===== src/rtl/j1_types.sv =====
// ---------------------------------------------------------------------------
// j1_types
// Shared types for the J1 Wishbone master arbiter.
//   arb_state_t : arbiter FSM states (idle, bus cycle active, response cycle)
//   arb_grant_t : which requester path owns / last owned the bus
//   WB_DW       : Wishbone data width
// ---------------------------------------------------------------------------
package j1_types;

  typedef enum logic [1:0] {ARB_IDLE, ARB_BUS, ARB_RESP} arb_state_t;
  typedef enum logic {GNT_FETCH, GNT_DATA} arb_grant_t;

  localparam int unsigned WB_DW = 16;

endpackage


===== src/rtl/j1_wb_timeout.sv =====
// ---------------------------------------------------------------------------
// j1_wb_timeout
// Bus watchdog for the J1 Wishbone arbiter. Counts cycles while `run` is
// high and raises `expired` in the LIMIT-th consecutive running cycle.
// Compiled only when J1_WB_TIMEOUT_EN is defined (the only build that
// instantiates it).
// Ports:
//   clk_i   in  clock
//   rst_ni  in  asynchronous active-low reset
//   clear   in  zero the counter (held while the bus is idle)
//   run     in  count this cycle (bus cycle outstanding)
//   expired out high in the LIMIT-th running cycle
// ---------------------------------------------------------------------------
`ifdef J1_WB_TIMEOUT_EN
module j1_wb_timeout #(
  parameter int unsigned LIMIT = 255
) (
  input  logic clk_i,
  input  logic rst_ni,
  input  logic clear,
  input  logic run,
  output logic expired
);

  // Counter only needs to reach LIMIT-1.
  localparam int unsigned CW = (LIMIT > 1) ? $clog2(LIMIT) : 1;
  localparam logic [CW-1:0] LAST = CW'(LIMIT - 1);

  logic [CW-1:0] r_cnt;

  always_ff @(posedge clk_i or negedge rst_ni) begin
    if (!rst_ni) begin
      r_cnt <= '0;
    end else if (clear) begin
      r_cnt <= '0;
    end else if (run && (r_cnt != LAST)) begin
      r_cnt <= r_cnt + CW'(1);
    end
  end

  // Counter value k means this is the (k+1)-th running cycle.
  assign expired = run && (r_cnt == LAST);

endmodule
`endif


===== src/rtl/j1_wb_arbiter.sv =====
// ---------------------------------------------------------------------------
// j1_wb_arbiter
// Round-robin arbiter sharing one 16-bit Wishbone B3 classic master port
// between the J1 instruction-fetch path (read-only) and the data path.
// One transaction in flight; every transaction ends with a registered
// one-cycle *_ack (with *_err qualifying it). All outputs are registered.
// Optional feature: define J1_WB_TIMEOUT_EN to add a watchdog that ends a
// bus cycle with an error after TIMEOUT cycles without termination.
// Ports:
//   clk_i, rst_ni                      clock, async active-low reset
//   if_req/if_addr -> if_data/if_ack/if_err            fetch path
//   d_req/d_we/d_addr/d_wdata -> d_rdata/d_ack/d_err   data path
//   cyc_o/stb_o/we_o/adr_o/dat_o, dat_i/ack_i/err_i    Wishbone master
// ---------------------------------------------------------------------------
module j1_wb_arbiter
  import j1_types::*;
#(
  parameter int unsigned AW      = 15,
  parameter int unsigned TIMEOUT = 255
) (
  input  logic             clk_i,
  input  logic             rst_ni,
  input  logic             if_req,
  input  logic [AW-1:0]    if_addr,
  output logic [WB_DW-1:0] if_data,
  output logic             if_ack,
  output logic             if_err,
  input  logic             d_req,
  input  logic             d_we,
  input  logic [AW-1:0]    d_addr,
  input  logic [WB_DW-1:0] d_wdata,
  output logic [WB_DW-1:0] d_rdata,
  output logic             d_ack,
  output logic             d_err,
  output logic             cyc_o,
  output logic             stb_o,
  output logic             we_o,
  output logic [AW-1:0]    adr_o,
  output logic [WB_DW-1:0] dat_o,
  input  logic [WB_DW-1:0] dat_i,
  input  logic             ack_i,
  input  logic             err_i
);

  arb_state_t       r_state, w_state_next;
  arb_grant_t       r_grant, w_grant_next;
  arb_grant_t       r_last,  w_last_next;
  arb_grant_t       w_winner;
  logic             r_cyc, w_cyc_next;
  logic             r_we, w_we_next;
  logic [AW-1:0]    r_adr, w_adr_next;
  logic [WB_DW-1:0] r_dat, w_dat_next;
  logic [WB_DW-1:0] r_if_data, w_if_data_next;
  logic             r_if_ack, w_if_ack_next;
  logic             r_if_err, w_if_err_next;
  logic [WB_DW-1:0] r_d_data, w_d_data_next;
  logic             r_d_ack, w_d_ack_next;
  logic             r_d_err, w_d_err_next;
  logic             w_expired;
  logic             w_bus_err;
  logic [WB_DW-1:0] w_bus_rdata;

`ifdef J1_WB_TIMEOUT_EN
  // Cleared for the whole idle period, so it starts from zero on entry to BUS.
  j1_wb_timeout #(.LIMIT(TIMEOUT)) u_timeout (
    .clk_i   (clk_i),
    .rst_ni  (rst_ni),
    .clear   (r_state == ARB_IDLE),
    .run     (r_state == ARB_BUS),
    .expired (w_expired)
  );
`else
  logic w_unused_timeout;
  assign w_unused_timeout = (TIMEOUT != 0);
  assign w_expired        = 1'b0;
`endif

  // A termination beats a simultaneous watchdog expiry; err_i beats ack_i.
  // Anything other than a clean ack is an error.
  assign w_bus_err   = err_i || !ack_i;
  // A watchdog ending returns zero rather than whatever is on dat_i.
  assign w_bus_rdata = (ack_i || err_i) ? dat_i : '0;

  // Round-robin: on contention the path that did not win last time goes.
  always_comb begin
    w_winner = GNT_FETCH;
    if (if_req && d_req) begin
      w_winner = (r_last == GNT_DATA) ? GNT_FETCH : GNT_DATA;
    end else if (d_req) begin
      w_winner = GNT_DATA;
    end
  end

  always_comb begin
    w_state_next   = r_state;
    w_grant_next   = r_grant;
    w_last_next    = r_last;
    w_cyc_next     = r_cyc;
    w_we_next      = r_we;
    w_adr_next     = r_adr;
    w_dat_next     = r_dat;
    w_if_data_next = r_if_data;
    w_d_data_next  = r_d_data;
    w_if_ack_next  = 1'b0;
    w_if_err_next  = 1'b0;
    w_d_ack_next   = 1'b0;
    w_d_err_next   = 1'b0;

    case (r_state)
      ARB_IDLE: begin
        if (if_req || d_req) begin
          w_state_next = ARB_BUS;
          w_grant_next = w_winner;
          w_last_next  = w_winner;
          w_cyc_next   = 1'b1;
          if (w_winner == GNT_DATA) begin
            w_we_next  = d_we;
            w_adr_next = d_addr;
            w_dat_next = d_wdata;
          end else begin
            w_we_next  = 1'b0;
            w_adr_next = if_addr;
            w_dat_next = '0;
          end
        end
      end

      ARB_BUS: begin
        if (ack_i || err_i || w_expired) begin
          w_state_next = ARB_RESP;
          w_cyc_next   = 1'b0;
          // Ack/err registered here so they are high exactly during RESP.
          if (r_grant == GNT_FETCH) begin
            w_if_ack_next = 1'b1;
            w_if_err_next = w_bus_err;
            if (!r_we) begin
              w_if_data_next = w_bus_rdata;
            end
          end else begin
            w_d_ack_next = 1'b1;
            w_d_err_next = w_bus_err;
            if (!r_we) begin
              w_d_data_next = w_bus_rdata;
            end
          end
        end
      end

      ARB_RESP: begin
        // Requests are deliberately ignored here; requesters drop req now.
        w_state_next = ARB_IDLE;
      end

      default: begin
        w_state_next = ARB_IDLE;
        w_cyc_next   = 1'b0;
      end
    endcase
  end

  always_ff @(posedge clk_i or negedge rst_ni) begin
    if (!rst_ni) begin
      r_state   <= ARB_IDLE;
      r_grant   <= GNT_FETCH;
      r_last    <= GNT_DATA;   // first contended grant goes to fetch
      r_cyc     <= 1'b0;
      r_we      <= 1'b0;
      r_adr     <= '0;
      r_dat     <= '0;
      r_if_data <= '0;
      r_if_ack  <= 1'b0;
      r_if_err  <= 1'b0;
      r_d_data  <= '0;
      r_d_ack   <= 1'b0;
      r_d_err   <= 1'b0;
    end else begin
      r_state   <= w_state_next;
      r_grant   <= w_grant_next;
      r_last    <= w_last_next;
      r_cyc     <= w_cyc_next;
      r_we      <= w_we_next;
      r_adr     <= w_adr_next;
      r_dat     <= w_dat_next;
      r_if_data <= w_if_data_next;
      r_if_ack  <= w_if_ack_next;
      r_if_err  <= w_if_err_next;
      r_d_data  <= w_d_data_next;
      r_d_ack   <= w_d_ack_next;
      r_d_err   <= w_d_err_next;
    end
  end

  assign cyc_o   = r_cyc;
  assign stb_o   = r_cyc;
  assign we_o    = r_we;
  assign adr_o   = r_adr;
  assign dat_o   = r_dat;
  assign if_data = r_if_data;
  assign if_ack  = r_if_ack;
  assign if_err  = r_if_err;
  assign d_rdata = r_d_data;
  assign d_ack   = r_d_ack;
  assign d_err   = r_d_err;

endmodule


===== config.mk =====
export PLATFORM = sky130hd
export DESIGN_NAME = j1_wb_arbiter
export DESIGN_NICKNAME = d
export VERILOG_FILES = /design/src/rtl/j1_types.sv /design/src/rtl/j1_wb_timeout.sv /design/src/rtl/j1_wb_arbiter.sv
export SDC_FILE = /design/constraint.sdc
export NUM_CORES = 1
export LEC_CHECK = 0
export CORE_MARGIN = 2
export CORE_UTILIZATION = 30
export CTS_BUF_LIST = sky130_fd_sc_hd__clkbuf_8
export CTS_CLUSTER_DIAMETER = 80
export DETAILED_ROUTE_END_ITERATION = 8
export DONT_BUFFER_PORTS = 1
export GPL_TIMING_DRIVEN = 0
export PLACE_DENSITY = 0.49
export SKIP_LAST_GASP = 1
export SLEW_MARGIN = 40
export SYNTH_ARGS = -nofsm -noshare
export SYNTH_HDL_FRONTEND = slang
export SYNTH_SLANG_ARGS = --single-unit

===== constraint.sdc =====
create_clock -name clk_i -period 4.9 [get_ports clk_i]
set_input_delay 0.49 -clock clk_i [delete_from_list [all_inputs] [get_ports clk_i]]
set_output_delay 0.49 -clock clk_i [all_outputs]
set_load 0.02 [all_outputs]

# --- Word-level counts from Yosys, hierarchy flattened ---
# Index checks and enable logic that the tools add are counted.
totals:
  reg_bits: 73
  inputBits: 69
  output_inout_bits: 70
  word_cells: 55
classes:
  n_eq_ne: 4
  mux: 24
  bitwise: 3
  n_reduce_logical: 11
ops:
  columns: ["op", "n"]
  rows:
  - ["$mux 1", 18]
  - ["$mux 16", 1]
  - ["$mux 15", 1]
  - ["$reduce_and 4->1", 2]
  - ["$mux 2", 2]
  - ["$ne 2x2->1 const B", 2]
  - ["$pmux 2 s2", 1]
  - ["$reduce_and 2->1", 2]
  - ["$logic_or 1x1->1", 3]
  - ["$not 1->1", 3]
  - ["$pmux 1 s3", 1]
  - ["$reduce_and 3->1", 1]
  - ["$eq 2x1->1 const B", 1]
  - ["$eq 2x2->1 const B", 1]
  - ["$logic_not 2->1", 1]
  - ["$logic_and 1x1->1", 1]
  - ["$logic_not 1->1", 1]

# --- Depth between registers and ports, before layout ---
# Gate-level depths: netlist of run 1.
depth:
  depth_word: 5
  mapped_depth: 5
  ltp_nobuf: 3

# --- Worst setup path before layout of run 1 ---
# OpenSTA, ideal clock, no wires.
synth_path:
  path_type: "input to register"
  from: "input port d_req"
  to: "register r_adr[10], in the netlist adr_o[10]"
  setup_time_ns: 0.125
  t_arrival_ns: 1.745
  t_required_ns: 4.775
  setup_slack_ns: 3.030
  path_stages: 5
  n_path_buf: 2
  path_cell_list: "a21bo_2 -> clkbuf_1 -> buf_2 -> mux2_2 -> mux2_2"
synth_between:
  elab_chain_cells: 3
  elab_cells_between_ends: 6
  classes_between: "mux (3); reduce/logical (3)"
synth_rtl:
  columns: ["item", "line_no", "text"]
  rows:
  - ["start, declared", "j1_wb_arbiter.sv:28", "input logic d_req,"]
  - ["$mux 1 / $logic_and 1x1->1 (equally long branches)", "j1_wb_arbiter.sv:89, j1_wb_arbiter.sv:87", null]
  - ["$mux 1", "j1_wb_arbiter.sv:87", "if (if_req && d_req) begin"]
  - ["$mux 15", "j1_wb_arbiter.sv:116", "if (w_winner == GNT_DATA) begin"]
  - ["end signal, assigned", "j1_wb_arbiter.sv:182", "r_adr <= w_adr_next;"]
  - ["end, declared", "j1_wb_arbiter.sv:51", "logic [AW-1:0] r_adr, w_adr_next;"]
# Several ways; a longest one is shown, not always the timed one.
# A chain may end at the register's enable or synchronous reset.

# --- Worst setup path after layout of run 1 ---
layout_path:
  from: "register r_last"
  to: "register r_adr[6], in the netlist adr_o[6]"
layout_between:
  elab_chain_cells: 3
layout_rtl:
  columns: ["item", "line_no", "text"]
  rows:
  - ["start, declared", "j1_wb_arbiter.sv:47", "arb_grant_t r_last, w_last_next;"]
  - ["start signal, assigned", "j1_wb_arbiter.sv:179", "r_last <= w_last_next;"]
  - ["$mux 1", "j1_wb_arbiter.sv:88", "w_winner = (r_last == GNT_DATA) ? GNT_FETCH : GNT_DATA;"]
  - ["$mux 1", "j1_wb_arbiter.sv:87", null]
  - ["$mux 15", "j1_wb_arbiter.sv:116", null]
# No other way between the ends.

==> flow_summary_export.csv, run 1 <==
group,metric,value,unit
outcome,status,"complete, no violations",
die,die_h,102.9,um
route,viasPerCell,4.644,
die,dieArea,10580,um2
timing,tns,0,ns
clock_tree,clock-sinks,73,
timing,setup_ws,2.841,ns
critical_path,crit_start,"r_last",
timing,max_slew_margin,0.5216,
timing,fin_crit,2.059,ns
yosys,yosysWarningCount,0,
critical_path,required,5.13,ns
power,leakagePower,1.470,nW
yosys,netlist_area,2932,um2
cells_and_area,mostFrequentLayoutCell,"dfrtp_1",
clock_tree,clk_latency,0.34,ns
die,fp-row-count,36,
placed_design,portBuffers,0,
die,initial_core_util,0.3041,
clock_tree,path_clk_slew,0.07,ns
clock_tree,clockBufferDepth,2,
yosys,synth-seq-area-share,0.6236,
critical_path,worstSetupPathType,"reg -> reg",
critical_path,path_max_fanout,10,
placed_design,place_area,3098,um2
grt,grt_usage,0.1084,
timing,post-route-period-util,0.4201,
grt,grt_max_degree,74,
timing,setup_viol,0,
route,wirelength,5761,um
clock_tree,cts_made_buffers,9,
placed_design,place.detailed.hpwl,3960,um
timing,finalMaxSlewViolations,0,
timing,fmax,485.7,MHz
route,wire_per_inst,17.40,um
power,ir_worst_vdd,0.0002209,V
clock_tree,cts.repair.resized,0,
die,ios,139,
placed_design,dp_worst_setup_slack,2.810,ns
critical_path,cp-start-kind,"flip-flop",
grt,grt_overflow,0,
yosys,syn_area_per_cell,16.20,um2
critical_path,worst_setup_path_end_kind,"flip-flop",
critical_path,arrival,2.28,ns
power,powerDensity,754.7,nW/um2
cells_and_area,final_cell_mix,"72 x dfrtp_1, 52 x mux2_2, 17 x a22o_1",
timing,fin_worst_skew,0.008238,ns
timing,rsz0062_at_grt,"no",
timing,hold_viol,0,
cells_and_area,finalInstanceArea,3291,um2
yosys,synthArstFlopShare,1.000,
route,via_count,1537,
yosys,synth_ff_type,"dfrtp_1",
grt,grt_pass1_wl,8321,um
worst_hold_path,hp-class,"in -> async",
yosys,synth_edf_count,0,
clock_tree,cts_max_level,3,
placed_design,routabilityCongestion,0.6453,
clock_tree,cts_tree,"yes",
route,first_pass_iters,3,
clock_tree,clock_tree.root_cell,"clkbuf_8",
yosys,netlist_instances,181,
die,die_w,102.9,um
yosys,yosys_register_bits,73,
route,ant_nets,0,
route,drcViolationCount,0,
run,max_cap_violations,0,
grt,grt_pass1_vias,1539,
cells_and_area,area_delta_synth_final,12.25,%
critical_path,r2r-start,"r_last",
grt,antenna_found_initial,0,
die,fp.coreArea,9639,um2
cells_and_area,diodes,0,
yosys,syn_nets,250,
route,first_iter_violations,33,
timing,worstMarginPinSlew,0.7128,ns
yosys,yosysUniqueCellTypes,24,
cells_and_area,fill_cells,979,
cells_and_area,drive_gt1_frac,0.4545,
cells_and_area,finalNetCount,262,
-- final cells by class --
type                    instances  area [um2]  share of cell area
flip-flops and latches         73        1828              0.5555
multi-input cells              98        1033              0.3141
well taps                     133       166.4             0.05057
clock buffers                  10       137.6             0.04183
plain buffers                  10       70.07             0.02129
clock inverters                 6       27.53            0.008365
repair buffers                  1       27.53            0.008365
-- what timing repair did --
item	CTS	global route
endpoints found under the hold margin	73	0
buffers inserted	0	0
hold buffers	1	0
-- path summary, 6_finish.rpt --
| kind | endpoint | slack [ns] | depth (start not counted) |
|---|---|---|---|
| setup / recovery | adr_o[6] | 2.84 | 5 |
| setup reg to reg | adr_o[6] | 2.84 | 5 |
| min in group clk_i | r_state[0] | 0.24 | 1 |
| hold / removal | adr_o[5] | 0.04 | 1 |
| max in group asynchronous | r_last | 4.55 | 1 |
| hold reg to reg | r_last | 0.52 | 1 |
-- sequential cells by signal (all words and copies together), names as in the netlist --
signal	count
we_o	1
d_err	1
d_ack	1
d_rdata	16
if_err	1
dat_o	16
r_last	1
if_ack	1
adr_o	15
r_grant	1
if_data	16
r_state	2
cyc_o	1
-- cell families (layout without fill, tap and decap cells) --
| group | count (synthesis) | after routing | synth area share |
|---|---|---|---|
| simple gates | 13 | 13 | 0.03542 |
| compound gates | 23 | 23 | 0.06615 |
| buf+inv | 10 | 27 | 0.02390 |
| flops | 73 | 73 | 0.6236 |
| mux | 62 | 62 | 0.2510 |
-- cells in the mapped netlist (all sizes together), types with 2 or more instances --
cell    count  area [um2]
a21o        2       15.01
a22o       17       148.9
buf         7       58.81
clkbuf      3       11.26
dfrtp      72        1802
mux2       62       735.7
nand2       2       7.510
nor2        3       11.26
nor3        2       15.01
o31ai       2       15.01
-- critical path, cell delays in order (launching register included) --
cell	delay [ns]
dfstp_2	0.54
a21bo_2	0.11
clkbuf_1	0.34
buf_2	0.33
mux2_2	0.36
mux2_2	0.26
-- per-stage QoR --
step                hold slack [ns]  cells  power [mW]  utilization
floorplan                    0.1944    181       1.944            -
global placement             0.1961    314       2.086       0.3214
detailed placement           0.1963    314       2.099       0.3214
CTS                         0.03059    331       2.536       0.3414
global route                0.03466    331       2.652       0.3414
finish                      0.03866    331       2.484       0.3414
-- metal layers --
metal | wire, um | global-route usage | vias up
li1 | - | - | 681
met1 | 2451 | 0.1412 | 766
met2 | 2729 | 0.1538 | 83
met3 | 489 | 0.04475 | 7
met4 | 91 | 0.05769 | 0
met5 | 0 | 0 | -
-- report_power, final --
group	total (mW)	switching, mW	internal, mW
registers	1.47	0.565	0.901
clock network	0.401	0.211	0.190
logic	0.616	0.233	0.383
total	2.48	1.01	1.47
Power figures use the tool's default switching activity.
==> run 2, diff against run 1 <==
- PLACE_DENSITY: 0.49 -> 0.5
- clock period: 4.9 -> 1.75 ns (I/O delays scaled with it)
==> run 2 against run 1 <==
Largest power group unchanged. Global-route usage up 1.3 points. Clock-buffer cell count up 1. Routed wire length up 9.5%. The flow now finishes with violations (hold timing). Setup slack worse by 2.8 ns. Critical path depth down 1. Critical path type unchanged.
==> flow_summary_export.csv, run 2 (synthesized netlist as in run 1, its figures left out) <==
group,metric,value,unit
outcome,status,"complete, but fails checks",
outcome,failed_checks,"hold timing",
grt,grt_pass1_vias,1804,
clock_tree,cts_made_buffers,9,
cells_and_area,fin_util,0.3934,
grt,grt_usage,0.1212,
power,intPower,4.785,mW
route,ant_nets,0,
timing,hold_viol,73,
clock_tree,clock_tree.root_cell,"clkbuf_8",
die,fp-row-count,36,
timing,finalMaxSlewViolations,0,
run,max_cap_violations,0,
critical_path,cp-start-kind,"flip-flop",
timing,fin_worst_skew,0.008000,ns
clock_tree,holdBufCountCts,35,
clock_tree,clock-sinks,73,
power,combPwrFrac,0.251,
grt,grt_max_degree,74,
die,initial_core_util,0.3041,
timing,fmax,582.0,MHz
cells_and_area,mostFrequentLayoutCell,"dfrtp_1",
placed_design,portBuffers,0,
die,die_h,102.9,um
cells_and_area,final_cell_mix,"69 x dfrtp_1, 52 x mux2_2, 35 x dlygate4sd3_1",
power,leakagePower,1.678,nW
clock_tree,clk_latency,0.34,ns
timing,max_slew_margin,0.6862,
route,first_iter_violations,33,
power,power_frac_seq,0.535,
route,wire_per_inst,17.15,um
timing,fin_crit,1.718,ns
route,viasPerCell,4.679,
critical_path,reg2reg_to,"if_data[14]",
clock_tree,cts_tree,"yes",
placed_design,routabilityCongestion,0.6084,
critical_path,worstSetupPathType,"reg -> reg",
die,ios,139,
clock_tree,path_clk_slew,0.08,ns
cells_and_area,finalNetCount,299,
critical_path,worst_setup_path_end_kind,"flip-flop",
cells_and_area,area_delta_synth_final,29.36,%
route,drcViolationCount,0,
clock_tree,cts_max_level,3,
cells_and_area,drive_gt1_frac,0.4298,
critical_path,arrival,1.95,ns
power,powerDensity,2028,nW/um2
power,p_clk_frac,0.213,
die,dieArea,10580,um2
route,first_pass_iters,3,
grt,grt_overflow,0,
clock_tree,clockBufferDepth,2,
placed_design,place.detailed.hpwl,4241,um
grt,grt_pass1_wl,9473,um
die,die_w,102.9,um
power,ir_worst_vdd,0.0007376,V
cells_and_area,diodes,0,
timing,setup_ws,0.03180,ns
timing,post-route-period-util,0.9818,
placed_design,dp_worst_setup_slack,-0.2891,ns
timing,rsz0062_at_grt,"yes",
grt,antenna_found_initial,0,
power,p_sw,2.907,mW
critical_path,required,1.98,ns
critical_path,r2r_cells,4,
critical_path,path_max_fanout,6,
worst_hold_path,hp-class,"in -> async",
critical_path,reg2reg_slack,0.03,ns
critical_path,r2r-start,"r_state[1]",
route,via_count,1722,
route,wirelength,6310,um
timing,worstMarginPinSlew,0.4707,ns
die,fp.coreArea,9639,um2
timing,setup_viol,0,
power,sw_frac_of_total,0.3779,
timing,hold_slack,-0.4810,ns
-- run 2: cell count changes in the layout (fill, tap and decap cells not counted), moves of 2 or more --
cell / before / now
bufinv_16: 0 / 3
buf_2: 4 / 2
dfrtp_1: 72 / 69
clkbuf_1: 3 / 0
dfrtp_2: 0 / 3
clkinv_2: 4 / 0
dlygate4sd3_1: 0 / 35
clkbuf_2: 0 / 2
buf_4: 1 / 4
-- run 2: worst max-delay path by stage --
stage / from / endpoint / slack [ns]
after global placement: r_state[1] / d_rdata[8] / -0.26
after CTS: r_state[1] / if_data[14] / -0.02
after floorplan: r_state[1] / if_data[0] / 0.001
after global routing: r_state[1] / if_data[13] / -0.02
after detailed placement: r_state[1] / d_rdata[12] / -0.29
final: r_state[1] / if_data[14] / 0.03
-- run 2: final cells by class --
type,instances,area [um2]
clock buffers,11,151.4
repair buffers,40,420.4
flip-flops and latches,73,1832
plain buffers,8,66.31
clock inverters,5,102.6
fillers,941,5847
multi-input cells,98,1054
well taps,133,166.4
-- run 2: what timing repair did --
action                     in CTS  in global routing
hold endpoints to repair      125                 73
buffers inserted                4                  0
cloned                          1                  0
pin swaps                       2                  0
setup endpoints to repair      50                 45
resized for setup               8                  6
-- run 2: metal layers --
metal	wire [um]	vias up	GRT usage	share of wire
li1	-	761	-	-
met1	2583	850	0.1483	0.41
met2	2968	104	0.1850	0.47
met3	669	7	0.05220	0.11
met4	89	0	0.05769	0.014
met5	0	-	0	0
-- run 2: power groups by stage --
| stage | clock network, mW | logic, mW | registers [mW] |
|---|---|---|---|
| global placement | 0 | 1.71 | 4.16 |
| detailed placement | 0 | 1.77 | 4.15 |
| CTS | 1.72 | 1.98 | 4.13 |
| global route | 1.80 | 2.12 | 4.25 |
| floorplan | 0 | 1.50 | 3.95 |
| finish | 1.64 | 1.93 | 4.12 |
-- run 2: critical path, stage by stage, from the launching register on --
cell      delay [ns]
dfrtp_2         0.40
nand2b_4        0.17
or4_4           0.57
buf_12          0.17
mux2_4          0.29
-- run 2: stage by stage --
step / instances / area, um2 / total power [mW] / TNS, ns
final: 368 / 3792 / 7.691 / 0
after global routing: 368 / 3792 / 8.172 / -0.05734
after CTS: 369 / 3792 / 7.840 / -0.07672
after detailed placement: 314 / 3102 / 5.918 / -7.608
after global placement: 314 / 3102 / 5.864 / -6.560
after floorplan: 181 / 2935 / 5.448 / 0
